File: src/rtl/led_rom_pkg.sv
// Shared types and ROM word field layout for the LED ROM player.
package led_rom_pkg;

    typedef enum logic [1:0] {IDLE, FETCH, HOLD, HALT} state_t;

    localparam int ROM_AW  = 8;
    localparam int ROM_DW  = 16;
    localparam int PAT_MSB = 15;
    localparam int PAT_LSB = 8;
    localparam int DUR_MSB = 7;
    localparam int DUR_LSB = 0;

    localparam logic [ROM_DW-1:0] END_MARKER = 16'h0000;

endpackage

File: src/rtl/led_tick_div.sv
// Free-running prescaler producing one tick every TICK_DIV enabled cycles.
module led_tick_div #(
    parameter int TICK_DIV = 4
) (
    input  logic clk,
    input  logic rst_n,
    input  logic clr,
    input  logic en,
    output logic tick
);

    localparam int W = (TICK_DIV > 1) ? $clog2(TICK_DIV) : 1;
    localparam logic [W-1:0] LAST = W'(TICK_DIV - 1);

    logic [W-1:0] tickCnt;

    assign tick = en && !clr && (tickCnt == LAST);

    always_ff @(posedge clk or negedge rst_n) begin
        if (!rst_n) begin
            tickCnt <= '0;
        end else if (clr) begin
            tickCnt <= '0;
        end else if (en) begin
            if (tickCnt == LAST) tickCnt <= '0;
            else                 tickCnt <= tickCnt + 1'b1;
        end
    end

endmodule

File: src/rtl/led_rom_player.sv
// Fetches pattern/duration words from the LED ROM and plays them on the LEDs.
module led_rom_player
    import led_rom_pkg::*;
#(
    parameter int TICK_DIV = 4,
    parameter bit LOOP     = 1'b1
) (
    input  logic              clk,
    input  logic              rst_n,
    input  logic              en,
    input  logic              restart,
    output logic [ROM_AW-1:0] addrRd,
    input  logic [ROM_DW-1:0] dataRd,
    output logic [7:0]        leds,
    output logic              busy,
    output logic              halted,
    output logic              step
);

    state_t            state, stateNext;
    logic [ROM_AW-1:0] pc, pcNext;
    logic [7:0]        ledsReg, ledsNext;
    logic [7:0]        durCnt, durNext;
    logic [7:0]        pattern, duration;
    logic              tick, tickClr;

    assign pattern  = dataRd[PAT_MSB:PAT_LSB];
    assign duration = dataRd[DUR_MSB:DUR_LSB];

    // The prescaler only runs while holding, so every HOLD starts from tick count 0.
    assign tickClr = restart || (state != HOLD);

    led_tick_div #(.TICK_DIV(TICK_DIV)) u_tick_div (
        .clk  (clk),
        .rst_n(rst_n),
        .clr  (tickClr),
        .en   (en),
        .tick (tick)
    );

    always_ff @(posedge clk or negedge rst_n) begin
        if (!rst_n) begin
            state   <= IDLE;
            pc      <= '0;
            ledsReg <= '0;
            durCnt  <= '0;
        end else begin
            state   <= stateNext;
            pc      <= pcNext;
            ledsReg <= ledsNext;
            durCnt  <= durNext;
        end
    end

    always_comb begin
        stateNext = state;
        pcNext    = pc;
        ledsNext  = ledsReg;
        durNext   = durCnt;
        step      = 1'b0;
        if (restart) begin
            stateNext = IDLE;
            pcNext    = '0;
            ledsNext  = '0;
            durNext   = '0;
        end else begin
            case (state)
                IDLE: begin
                    ledsNext = '0;
                    if (en) stateNext = FETCH;
                end
                FETCH: begin
                    if (en) begin
                        if (dataRd != END_MARKER) begin
                            ledsNext  = pattern;
                            durNext   = (duration == 8'd0) ? 8'd1 : duration;
                            pcNext    = pc + 1'b1;
                            stateNext = HOLD;
                        end else if (LOOP && (pc != '0)) begin
                            pcNext = '0;
                        end else begin
                            stateNext = HALT;
                        end
                    end
                end
                HOLD: begin
                    if (tick) begin
                        durNext = durCnt - 1'b1;
                        if (durCnt == 8'd1) begin
                            step      = 1'b1;
                            stateNext = FETCH;
                        end
                    end
                end
                HALT: begin
                    stateNext = HALT;
                end
                default: begin
                    stateNext = IDLE;
                end
            endcase
        end
    end

    assign addrRd = pc;
    assign leds   = ledsReg;
    assign busy   = (state == FETCH) || (state == HOLD);
    assign halted = (state == HALT);

endmodule

File: config.mk
export PLATFORM = sky130hd
export DESIGN_NAME = led_rom_player
export DESIGN_NICKNAME = d
export VERILOG_FILES = /design/src/rtl/led_rom_pkg.sv /design/src/rtl/led_tick_div.sv /design/src/rtl/led_rom_player.sv
export SDC_FILE = /design/constraint.sdc
export NUM_CORES = 1
export LEC_CHECK = 0
export CAP_MARGIN = 40
export CORE_UTILIZATION = 54
export CTS_CLUSTER_SIZE = 14
export DETAILED_ROUTE_END_ITERATION = 6
export PLACE_DENSITY = 0.89
export RECOVER_POWER = 50
export SLEW_MARGIN = 20
export SYNTH_ARGS = -nofsm -noshare
export SYNTH_HDL_FRONTEND = slang
export SYNTH_HIERARCHICAL = 1
export SYNTH_SLANG_ARGS = --single-unit
File: constraint.sdc
create_clock -name clk -period 7.4 [get_ports clk]
set_input_delay 1.85 -clock clk [delete_from_list [all_inputs] [get_ports clk]]
set_output_delay 1.85 -clock clk [all_outputs]
set_load 0.05 [all_outputs]
==> run summary <==
status: completed
crit path from: restart
CP endpoint: step
ANT cells: 0
Cell variety after synth: 39
CTS Sinks: 28
Critical Path AT: 4.54 ns
total wire length: 3770 µm
Worst Max-Slew Pin Slew: 1.49 ns
mux cell area share after synthesis: 0.0317
fin crit period: 6.39 ns
Yosys top cell by area: dfrtp_1
worst-skew pair later-pin latency: 0.34 ns
Mapped Area: 1740 µm²
Placed Area: 2130 µm²
synth top area cells: dfrtp_1 40%, ha_1 6.5%, o21ai_0 5.5%
Critical Path RT: 5.55 ns
Ports: 39
syn avg cell area: 8.86 µm²
Leakage Power: 0.908 nW
max incr delay on CP: 0.81 ns
worst hold margin: 0.494 ns
crit-path cells: dlygate4sd3_1 > nor2b_1 > clkinv_1 > nor2_1 > nand4b_4 > nor2_1 > clkdlybuf4s50_1
Root Buffer: clkbuf_4
crit-path leading delay family: buffers and inverters
top cells by count, synth: 28 x dfrtp_1, 23 x nand2_1, 19 x o21ai_0, 11 x a21oi_1, 11 x nor2_1
core area: 3050 µm²
Startpoint Class: input pin
Worst setup EP type: output pin
top_reg_cell synth: dfrtp_1
Worst-path clk slew: 0.15 ns
Fmax: 157 MHz
Worst R2R Setup Slack: 3.98 ns
die area: 3450 µm²
Compound-Gate Fraction of Synth Area: 0.200
Die Y-Extent: 58.7 µm
Rows: 20
DR DRC count: 0
normalized max-slew margin: 0.00778
cell count after synthesis: 196
CTS buffer count: 3
RR Endpoint: durCnt[7]
Setup Crit Path Kind: input pin to output pin
cell area after layout: 2180 µm²
Synth top area share: 0.403
first-pass detailed-route iteration total: 4
Hold Buf Count CTS: 0
initial antenna violation count: 0
Worst Path Max Fanout: 17
Seq cells post-synth: 28
EDFF count, synth: 0
WP depth: 7
count leader, synth: dfrtp_1
DR iter-0 viols: 92
synthesis-to-finish area growth: 25.4%
register area share after synthesis: 0.403
Pwr Total: 0.621 mW
adder-cell area share of the yosys netlist: 0.0648
Max Cap Violations: 0
first-pass GRT wire length: 6410 µm
Initial Utilization: 0.569
power per cell area: 285 nW/µm²
slowest CP cell: clkdlybuf4s50_1
Die Wd: 58.7 µm
Wirelength per Cell: 13.8 µm
reg2reg start: state[0]
Clock Skew: 0.00815 ns
Final Hold Vio Count: 0
ANT nets after route: 0
worst vdd ir: 0.225 mV
htree depth: 1
worst min path class: flip-flop to flip-flop
fraction of registers with async set/reset: 1.00
# port buffers: 38
Final Worst Setup Slack: 1.01 ns
max-slew violation count: 0
largest net degree at the start of global routing: 29
Net Count, Synth: 225
yosys warns: 6
Resize count post-CTS: 0
postcts setup bufs: 0
Worst Path Buf+Inv: 3
total grt overflow: 0
Place WS: 1.02 ns
CTS tree: done
Final period util: 0.863
largest family of logic cells by synthesized area: simple AND/OR/NAND/NOR gates
RSZ-0062 raised after global routing: no
clock tree buffer depth: 2
share of cells above drive strength 1: 0.0568
Worst R2R Path Depth: 11
Synth Area in Simple Gates: 0.246
dpl hpwl: 2760 µm
Avg Vias per Cell: 5.71
Final setup viols: 0
Via Count: 1559
TNS Setup: 0 ns
gp weighted congestion: 0.855
Post-Synth XOR/XNOR Area: 0
most frequent cell on the critical path: nor2_1
fin nets: 259
global router's overall resource usage: 0.243
number of global-route vias before repair: 1478
-- flip-flops by register name, indices dropped and copies added, names as in the netlist --
register,count
addrRd,8
durCnt,8
leds,8
state,2
u_tick_div/tickCnt,2
-- cells in the final DEF, fill, tap and decap left out, drive strengths merged, types with 7 or more instances in the layout --
cell,n
a21oi,13
dfrtp,28
inv,10
clkdlybuf4s50,29
o21ai,19
ha,9
nor2b,9
nand4,7
dlygate4sd3,9
nand2,23
nor2,11
a31oi,7
-- per-layer routing --
metal  GRT usage  part of all wire
met4       0.105             0.023
met2       0.399              0.46
met5           0                 0
met1       0.328              0.47
met3      0.0242             0.052
-- kinds of logic (layout without fill, tap and decap cells) --
logic type,count (synthesis),after routing
AOI/OAI and AO/OA,54,54
DFF,28,28
adders and majority gates,9,9
buffers and inverters,22,55
muxes,5,5
and+or+nand+nor,78,78
-- where the power goes --
part,internal (mW),total (mW),switching (mW),leakage [nW]
combinational,0.113,0.308,0.195,0.498
sequential,0.184,0.213,0.0293,0.382
clock,0.0549,0.0997,0.0448,0.0279
-- worst register-to-register path: stages (launching register included) --
cell and delay (ns):
dfrtp_1 0.46, inv_1 0.12, ha_1 0.55, nor2b_1 0.32, clkinv_1 0.29, nor2_1 0.29, inv_1 0.11, a21oi_1 0.15
a211oi_1 0.13, buf_2 0.22, or4b_2 0.61, nand4_1 0.11
-- stage by stage --
stage,cells,utilization
2_1_floorplan,196,-
3_3_place_gp,268,0.697
3_5_place_dp,269,0.698
4_1_cts,273,0.716
5_1_grt,273,0.713
6_report,273,0.713
-- worst min-delay path by stage --
| stage | endpoint | cells after the start | slack, ns | start |
|---|---|---|---|---|
| 6_report | leds[3] | 2 | 0.49 | leds[3] |
| 5_1_grt | leds[4] | 2 | 0.53 | leds[4] |
| 4_1_cts | leds[3] | 2 | 0.51 | leds[3] |
| 3_5_place_dp | leds[3] | 2 | 0.47 | leds[3] |
| 3_3_place_gp | leds[1] | 2 | 0.46 | leds[1] |
| 2_1_floorplan | durCnt[6] | 2 | 0.46 | durCnt[6] |
-- cell type report --
cell class | count | area [µm²]
clock buffer | 3 | 22.5
clock inverter | 1 | 30.0
fill | 247 | 876
inverter | 11 | 41.3
multi-input combinational | 146 | 938
sequential | 28 | 701
tap | 44 | 55.1
timing repair buffer | 40 | 389
No activity file was read; power rests on OpenSTA's default activity.
